$ cat config.mk
export PLATFORM = sky130hd
export DESIGN_NAME = code_mem_loadable_flat
export DESIGN_NICKNAME = d
export VERILOG_FILES = /design/src/rtl/code_mem_loadable_if.sv /design/src/rtl/code_mem_loadable.sv /design/src/flat_wrapper.sv
export SDC_FILE = /design/constraint.sdc
export NUM_CORES = 2
export LEC_CHECK = 0
export ABC_CLOCK_PERIOD_IN_PS = 4200
export BUFFER_PORTS_ARGS = -buffer_cell sky130_fd_sc_hd__buf_4
export CAP_MARGIN = 20
export CELL_PAD_IN_SITES_DETAIL_PLACEMENT = 1
export CELL_PAD_IN_SITES_GLOBAL_PLACEMENT = 1
export CORE_UTILIZATION = 56
export DETAILED_ROUTE_END_ITERATION = 12
export PLACE_DENSITY = 0.77
export SLEW_MARGIN = 15
export SYNTH_ARGS = -nofsm -noshare
export SYNTH_HDL_FRONTEND = slang
export SYNTH_SLANG_ARGS = --single-unit
$ cat constraint.sdc
create_clock -name clk -period 4.2 [get_ports clk]
set_input_delay 0.21 -clock clk [delete_from_list [all_inputs] [get_ports clk]]
set_output_delay 0.21 -clock clk [all_outputs]
set_load 0.005 [all_outputs]
$ cat src/rtl/code_mem_loadable_if.sv
// Fetch and program-load signal bundle for code_mem_loadable.
// The master side is the CPU fetch path together with the external loader.
interface code_mem_loadable_if #(
    parameter int AW = 8,
    parameter int DW = 16
);
    logic [AW-1:0] addr;
    logic [DW-1:0] data;
    logic          ld_start;
    logic [7:0]    ld_byte;
    logic          ld_valid;
    logic          ld_last;
    logic          ld_ready;
    logic          loading;
    logic          ld_done;
    logic          ld_err;
    logic [AW:0]   ld_count;

    modport master (
        output addr, ld_start, ld_byte, ld_valid, ld_last,
        input  data, ld_ready, loading, ld_done, ld_err, ld_count
    );

    modport slave (
        input  addr, ld_start, ld_byte, ld_valid, ld_last,
        output data, ld_ready, loading, ld_done, ld_err, ld_count
    );
endinterface

$ cat src/rtl/code_mem_loadable.sv
// Code memory for the YASAC CPU with a byte-serial program-load port.
// Loaded bytes are assembled big-endian into words written from address 0 upward.
//
// state | meaning
// IDLE  | no session; fetch only, ld_ready low, ld_count/ld_err hold
// LOAD  | accepting bytes, writing each completed word at wr_addr
module code_mem_loadable #(
    parameter int AW        = 8,
    parameter int DW        = 16,
    parameter bit SYNC_READ = 1'b0
) (
    input logic                clk,
    input logic                reset,
    code_mem_loadable_if.slave bus
);
    localparam int BPW   = DW / 8;
    localparam int BCW   = (BPW > 1) ? $clog2(BPW) : 1;
    localparam int DEPTH = 1 << AW;

    typedef enum logic {IDLE, LOAD} state_t;

    state_t state, state_nx;

    logic [DW-1:0] mem [DEPTH] = '{default: '0};

    logic [BCW-1:0] byte_cnt, byte_cnt_nx;
    logic [AW-1:0]  wr_addr, wr_addr_nx;
    logic [DW-1:0]  asm_word, asm_nx;
    logic [DW-1:0]  wr_word;
    logic [AW:0]    count_q, count_nx;
    logic           err_q, err_nx;
    logic           done_q, done_nx;
    logic           loading_q, ready_q;
    logic           we;
    logic           accept, word_end, addr_max;

    assign accept   = bus.ld_valid && ready_q;
    assign word_end = (byte_cnt == BCW'(BPW - 1));
    assign addr_max = &wr_addr;

    always_comb begin
        state_nx    = state;
        byte_cnt_nx = byte_cnt;
        wr_addr_nx  = wr_addr;
        asm_nx      = asm_word;
        count_nx    = count_q;
        err_nx      = err_q;
        done_nx     = 1'b0;
        we          = 1'b0;
        // Unfilled low bytes stay zero, which gives the zero-fill on an early ld_last.
        wr_word     = asm_word;
        for (int i = 0; i < BPW; i++) begin
            if (byte_cnt == BCW'(i)) wr_word[(BPW-1-i)*8 +: 8] = bus.ld_byte;
        end

        case (state)
            IDLE: begin
                if (bus.ld_start) begin
                    state_nx    = LOAD;
                    byte_cnt_nx = '0;
                    wr_addr_nx  = '0;
                    asm_nx      = '0;
                    count_nx    = '0;
                    err_nx      = 1'b0;
                end
            end
            LOAD: begin
                if (accept) begin
                    if (word_end || bus.ld_last) begin
                        we          = 1'b1;
                        asm_nx      = '0;
                        byte_cnt_nx = '0;
                        count_nx    = count_q + 1'b1;
                        // Session ends on ld_last or when the top address is filled; no wrap.
                        if (bus.ld_last || addr_max) begin
                            state_nx = IDLE;
                            done_nx  = 1'b1;
                            err_nx   = (bus.ld_last && !word_end) || (addr_max && !bus.ld_last);
                        end else begin
                            wr_addr_nx = wr_addr + 1'b1;
                        end
                    end else begin
                        asm_nx      = wr_word;
                        byte_cnt_nx = byte_cnt + 1'b1;
                    end
                end
            end
            default: state_nx = IDLE;
        endcase
    end

    always_ff @(posedge clk) begin
        if (reset) begin
            state     <= IDLE;
            byte_cnt  <= '0;
            wr_addr   <= '0;
            asm_word  <= '0;
            count_q   <= '0;
            err_q     <= 1'b0;
            done_q    <= 1'b0;
            loading_q <= 1'b0;
            ready_q   <= 1'b0;
        end else begin
            state     <= state_nx;
            byte_cnt  <= byte_cnt_nx;
            wr_addr   <= wr_addr_nx;
            asm_word  <= asm_nx;
            count_q   <= count_nx;
            err_q     <= err_nx;
            done_q    <= done_nx;
            loading_q <= (state_nx == LOAD);
            ready_q   <= (state_nx == LOAD);
        end
    end

    always_ff @(posedge clk) begin
        if (we && !reset) mem[wr_addr] <= wr_word;
    end

    generate
        if (SYNC_READ) begin : g_sync_read
            logic [DW-1:0] rd_q;
            always_ff @(posedge clk) begin
                if (reset) rd_q <= '0;
                else       rd_q <= mem[bus.addr];
            end
            assign bus.data = rd_q;
        end else begin : g_comb_read
            assign bus.data = mem[bus.addr];
        end
    endgenerate

    assign bus.ld_ready = ready_q;
    assign bus.loading  = loading_q;
    assign bus.ld_done  = done_q;
    assign bus.ld_err   = err_q;
    assign bus.ld_count = count_q;
endmodule

$ cat src/flat_wrapper.sv
// flat-port wrapper written by rule: the top's interface ports become plain ports
module code_mem_loadable_flat 
#(
    parameter int AW        = 8,
    parameter int DW        = 16,
    parameter bit SYNC_READ = 1'b0
)
  (clk, reset, bus_addr, bus_ld_start, bus_ld_byte, bus_ld_valid, bus_ld_last, bus_data, bus_ld_ready, bus_loading, bus_ld_done, bus_ld_err, bus_ld_count);
  code_mem_loadable_if #(.AW(AW), .DW(DW)) bus_i ();
  input logic clk;
  input logic reset;
  input wire logic [$bits(bus_i.addr)-1:0] bus_addr;
  input wire logic [$bits(bus_i.ld_start)-1:0] bus_ld_start;
  input wire logic [$bits(bus_i.ld_byte)-1:0] bus_ld_byte;
  input wire logic [$bits(bus_i.ld_valid)-1:0] bus_ld_valid;
  input wire logic [$bits(bus_i.ld_last)-1:0] bus_ld_last;
  output wire logic [$bits(bus_i.data)-1:0] bus_data;
  output wire logic [$bits(bus_i.ld_ready)-1:0] bus_ld_ready;
  output wire logic [$bits(bus_i.loading)-1:0] bus_loading;
  output wire logic [$bits(bus_i.ld_done)-1:0] bus_ld_done;
  output wire logic [$bits(bus_i.ld_err)-1:0] bus_ld_err;
  output wire logic [$bits(bus_i.ld_count)-1:0] bus_ld_count;
  assign bus_i.addr = bus_addr;
  assign bus_i.ld_start = bus_ld_start;
  assign bus_i.ld_byte = bus_ld_byte;
  assign bus_i.ld_valid = bus_ld_valid;
  assign bus_i.ld_last = bus_ld_last;
  assign bus_data = bus_i.data;
  assign bus_ld_ready = bus_i.ld_ready;
  assign bus_loading = bus_i.loading;
  assign bus_ld_done = bus_i.ld_done;
  assign bus_ld_err = bus_i.ld_err;
  assign bus_ld_count = bus_i.ld_count;
  code_mem_loadable #(.AW(AW), .DW(DW), .SYNC_READ(SYNC_READ)) u_core (.clk(clk), .reset(reset), .bus(bus_i));
endmodule
Word level (Yosys, flattened, before mapping)

Memories as Yosys holds them, arrays and structs flattened.
Index checks and enable logic that the tools add are counted.

Memory bits (read-only): 0
Memory bits (writable): 4096
Bits in registers: 37
Latch bits: 0
Memories kept: 1
Bits of input ports: 21
Output and inout bits: 29
Logic and storage cells: 69

$mul: 0
Div/mod/pow operators: 0
Reduce and logical (&&, ||, !) cells: 16
Add/subtract/negate cells: 3
Equal/unequal tests: 5
Bitwise gates (word level): 3
Mux-type cells: 34
Order comparisons: 0
Shifts and indexed selects: 0

Memory list:

| memory     | depth | width | rd ports | clocked after Yosys merged registers in | wr ports | line                    | text |
|---|---|---|---|---|---|---|---|
| u_core.mem | 256   | 16    | 1        | 0                                       | 1        | code_mem_loadable.sv:24 | `logic [DW-1:0] mem [DEPTH] = '{default: '0};` |

Operators with widths:

| kind                                        | count |
|---|---|
| two-way mux 16 bit                          | 3 |
| two-way mux 8 bit                           | 6 |
| one-hot mux 16 bit (2 select lines)         | 1 |
| two-way mux 9 bit                           | 3 |
| one-hot mux 9 bit (2 select lines)          | 1 |
| two-way mux 1 bit                           | 16 |
| one-hot mux 8 bit (2 select lines)          | 1 |
| != test 2 bit, second input constant        | 5 |
| adder 9 x 1 -> 9 bit, second input constant | 1 |
| adder 8 x 1 -> 8 bit, second input constant | 1 |
| AND reduction 4 bit                         | 2 |
| AND reduction 8 bit                         | 1 |
| one-hot mux 1 bit (2 select lines)          | 3 |
| logical AND 1 bit                           | 4 |
| OR reduction 4 bit                          | 1 |
| logical NOT 1 bit                           | 3 |
| logical OR 1 bit                            | 3 |
| inverter 1 bit                              | 3 |
| AND reduction 3 bit                         | 1 |
| AND reduction 2 bit                         | 1 |
| adder 1 bit, second input constant          | 1 |

Logic depth before layout (Yosys ltp)

Depth after elaboration: 7
Depth in mapped cells: 13
Depth with buffers taken out: 8

Worst setup path before layout

Ideal clock, no wire load.

Path type: register to register
From: register u_core.byte_cnt
To: memory u_core.mem[0][10], data pin
Cell stages (with the launch flop): 4
Buffers on the path: 2
Path slack: 0.763 ns
Clock period less this slack: 3.437 ns
Arrival: 2.881 ns
Data required time: 3.644 ns
Library setup time: 0.556 ns
Cells stage by stage: dfxtp_1 > clkbuf_1 > buf_1 > mux2_2

Word-level cells in the longest chain between the ends: 1

Ends and longest elaborated chain:

| element                      | line                     | text |
|---|---|---|
| start, declared              | code_mem_loadable.sv:26  | `logic [BCW-1:0] byte_cnt, byte_cnt_nx;` |
| start signal, assigned       | code_mem_loadable.sv:105 | `byte_cnt <= byte_cnt_nx;` |
| two-way mux 8 bit            | code_mem_loadable.sv:53  | `if (byte_cnt == BCW'(i)) wr_word[(BPW-1-i)*8 +: 8] = bus.ld_byte;` |
| named net u_core.wr_word[10] | code_mem_loadable.sv:29  | `logic [DW-1:0] wr_word;` |
| end, declared                | code_mem_loadable.sv:24  |  |

The timed path passes the listed nets, and every way through them passes these cells.

Final worst setup path

From: memory u_core.mem[218][3]
To: output port bus_data[3]

Word-level cells in the longest chain between the ends: 1

Ends and longest elaborated chain:

| element                    | line               | text |
|---|---|---|
| memory read (256 x 16 bit) | --                 |  |
| end, declared              | flat_wrapper.sv:17 | `output wire logic [$bits(bus_i.data)-1:0] bus_data;` |

Every way passes these cells.

==> impl_summary.md <==
STA
Setup repair after global routing left no endpoint under its margin. The worst hold slack is roughly 0.13 ns. The worst max-slew margin expressed relative to the limit is 18.65%. The final number of max-transition violations is 0.

The fraction of the cycle the final worst path needs is 103.2%. Subtracting the final worst setup slack from the clock period gives 4.333 ns. The number of failing setup endpoints in the final timing report is 7. Derived from the worst setup path, the maximum achievable clock frequency is between 200 and 250 MHz.

The worst setup skew after layout is around 0.064 ns. The actual transition at the worst max-transition pin is around 1.2 ns. The least setup slack across all paths after layout is -0.1332 ns. The number of hold-slack violations in the final timing report came to 0.

GRT
The via count of the first global-routing pass is 89,420. For this run the aggregate overflow at the end of global routing stands at 0. The total routing resource utilization after global routing is between 30 and 40%. The largest net degree at the start of global routing is around 160. The first global-routing pass estimated roughly 700 mm of wire. The number of antenna violations at the first check in global routing came to 29.

CTS
The sink count of the clock tree is 4,133. Clock-pin slew was measured on the worst setup and hold paths at 0.06 ns. At the later pin of the worst-skew pair, clock insertion delay measures 1.00 ns. The deepest clock path buffer count is 4. TritonCTS built the clock tree. The clock tree synthesis step divided the H-tree into 5 levels. In this run the clock root is driven by a sky130_fd_sc_hd__clkbuf_16. The number of buffers added by the clock tree synthesis step is approximately 410.

Floorplanning
The placeable core region is between 200,000 and 300,000 µm². The die is 536.5 µm tall. The effective utilization at floorplan is a little under three fifths.

The number of placement rows is slightly below 200. The die width is roughly 540 µm. The total I/O pin count is 50. The floorplan step defined a die boundary enclosing 287,900 µm².

Placement
The cell count after placement is roughly 12,000. The post-detailed-placement cell area is 168,300 µm². After legalization and detailed placement, the total HPWL measured ~280 mm. Routability-driven placement finished with a final weighted congestion of around 0.9. Buffers placed on the I/O ports in this run total 49.

Finish
The library cells used most frequently in the layout, excluding fill and tap cells, are sky130_fd_sc_hd__edfxtp_1 (4,096), sky130_fd_sc_hd__mux4_2 (807), sky130_fd_sc_hd__buf_4 (618). The most common library cell in the layout ignoring fill and taps is sky130_fd_sc_hd__edfxtp_1. The final non-filler cell total is ~12,000.

The final non-filler cell area is between 150,000 and 200,000 µm². The relative area change from synthesis to final layout is 13.55%. The proportion of layout cells with a drive suffix above 1 is about a quarter. At the end of the flow, the number of nets in the layout was 8,221. Cells fill ~64% of the core in the end.

Synth
The average size of a mapped cell is about 21 µm². Counting every net in the synthesized netlist gives about 7,500. Sequential cells were found to cover roughly 77% of the synthesized design area. In the synthesized netlist the dominant register cell turns out to be sky130_fd_sc_hd__edfxtp_1.

The Yosys step of the flow raised 0 warnings. The number of distinct library cell variants in the gate-level netlist after synthesis is 68. The fraction of registers with async set or reset after synthesis is 0%. The count of mapped cells out of synthesis is 7,516. The number of register bits inferred by synthesis is roughly 4,100. The post-synthesis instance area is roughly 160,000 µm².

The number of enable-type register cells in the synthesized netlist is roughly 4,100.

Power and ir drop
For this design the static power due to leakage is between 60 and 70 nW. Dividing total power by cell area gives a power density of 473.6 nW/µm². Total power for the finished layout comes to approximately 86 mW. The worst voltage drop across the vdd grid is approximately 0.00035 V.

Routing
The remaining antenna violation count after routing is 0. In the final routed layout, each cell accounts on average for about 40 µm. The first TritonRoute pass finished after 8 iterations. The routed layout has 87,220 vias. In the routed design, unresolved DRC markers number 0. The average vias per placed instance is 7.101. The detailed router's first-iteration violation count is between 10,000 and 15,000. After detailed routing, the total wire length is 491.1 mm.

Setup path
STA classifies the critical path endpoint as a primary output. Walking the worst path, the cells encountered are mux2i_1 > o221ai_1 > nor3_1 > or4_1 > a21oi_1 > nand4_1 > nor4_4 > buf_4 > buf_4. STA classifies the critical path startpoint as a register. The slowest stage of the critical path is the sky130_fd_sc_hd__nor4_4 cell. Among cell families on the critical path, the largest total delay comes from simple AND/OR/NAND/NOR gates. The critical path in this run is classified as reg -> out.

The most numerous cell on the critical path is sky130_fd_sc_hd__buf_4. Data on the critical path is required at its endpoint by approximately 4 ns. Of all nets on the critical path, the largest fanout is 2. For this run, the slowest stage of the critical path takes 0.58 ns. The number of buffer and inverter instances along the worst setup path is 2.

The arrival time at the worst endpoint is 4.12 ns.

Outcome
The checks that failed: setup timing. The flow ran to the end, but the final reports show violations.

Job
The total of max-cap violations is 0.

Worst hold path
The class of the worst hold path is in -> reg.
## worst min-delay path: stages
cell,delay [ns]
sky130_fd_sc_hd__dlygate4sd3_1,0.53
sky130_fd_sc_hd__buf_4,0.24
sky130_fd_sc_hd__nor2_1,0.08
## cell families (layout without fill, tap and decap cells)
family | after synthesis | after routing | share of synthesized area (%)
xor+xnor | 11 | 11 | 0.06021
fa+ha+maj | 5 | 5 | 0.03910
compound gates | 733 | 733 | 3.312
mux | 1433 | 1433 | 15.29
simple gates | 736 | 736 | 2.093
flops | 4133 | 4133 | 77.34
buf+inv | 465 | 1479 | 1.871
other cells | 0 | 10 | 0
## final cells by class
cell class	count	area, µm²
Tap cell	3743	4683
Timing Repair Buffer	728	6561
Multi-Input combinational cell	2918	33880
Fill cell	22720	101600
Inverter	8	42.54
Sequential cell	4133	123700
Clock buffer	500	10620
Clock inverter	243	2131
Antenna cell	10	25.02
## what timing repair did
action,in CTS,in global routing
pin swaps,8,6
resized for setup,35,19
setup endpoints to repair,12,10
buffers inserted,2,0
hold buffers,26,0
endpoints found under the hold margin,28,0
## sequential cells by signal, summed over array words and instances, names as in the netlist
register / flops
u_core.mem: 4096
u_core.asm_word: 16
u_core.bus.ld_count: 9
u_core.wr_addr: 8
u_core.bus.ld_done: 1
u_core.bus.ld_err: 1
u_core.byte_cnt: 1
u_core.state: 1
## stage by stage
step	worst slack (ns)	setup TNS, ns
floorplan	0.7632	0
global placement	-0.6409	-3.170
detailed placement	-0.4253	-1.819
CTS	-0.07159	-0.1059
global route	0.002652	0
finish	-0.1332	-0.3187
## cells in the mapped netlist (all sizes together), types with 8 or more instances
cell type | n | area, µm²
nor3 | 132 | 660.6
o31a | 9 | 78.83
nand4 | 21 | 131.4
o221ai | 270 | 2427
or4 | 11 | 82.58
edfxtp | 4096 | 123000
mux2 | 17 | 191.4
o22ai | 118 | 744.5
a21oi | 170 | 850.8
nor2 | 316 | 1186
and2 | 11 | 68.82
a211oi | 12 | 90.09
mux4 | 807 | 18170
nor4 | 52 | 325.3
and3 | 12 | 75.07
a22oi | 43 | 322.8
a221oi | 8 | 76.32
nand3 | 27 | 135.1
nor2b | 9 | 56.30
clkbuf | 179 | 671.9
nand2 | 122 | 457.9
dfxtp | 37 | 740.7
o21ai | 49 | 245.2
a22o | 24 | 210.2
buf | 278 | 2291
mux2i | 609 | 6096
## worst paths after layout
path / startpoint / endpoint / slack (ns) / cells past startpoint
worst max-delay path: u_core.mem[218][3] / bus_data[3] / -0.13 / 9
worst min-delay path: reset / u_core.asm_word[8] / 0.13 / 3
worst max register to register: u_core.state / u_core.mem[95][9] / 0.21 / 6
worst min register to register: u_core.asm_word[5] / u_core.asm_word[5] / 0.49 / 1
## where the power goes
group / internal, mW / total (mW) / leakage, nW / switching, mW
combinational: 1.54 / 4.75 / 15.1 / 3.21
clock: 19.7 / 35.8 / 6.20 / 16.1
sequential: 45.5 / 45.5 / 39.7 / 0.00695
## routing by layer
| layer | share of wire (%) | vias to the layer above | wire length, µm | track usage (%) |
|---|---|---|---|---|
| met1 | 35 | 45690 | 172800 | 45.55 |
| met4 | 5.3 | 30 | 26150 | 15.77 |
| li1 | - | 33050 | - | - |
| met5 | 0.042 | - | 206 | 0 |
| met2 | 47 | 7089 | 232700 | 53.94 |
| met3 | 12 | 1366 | 59260 | 8.040 |
Note: power is estimated with default switching activity, not from simulation.
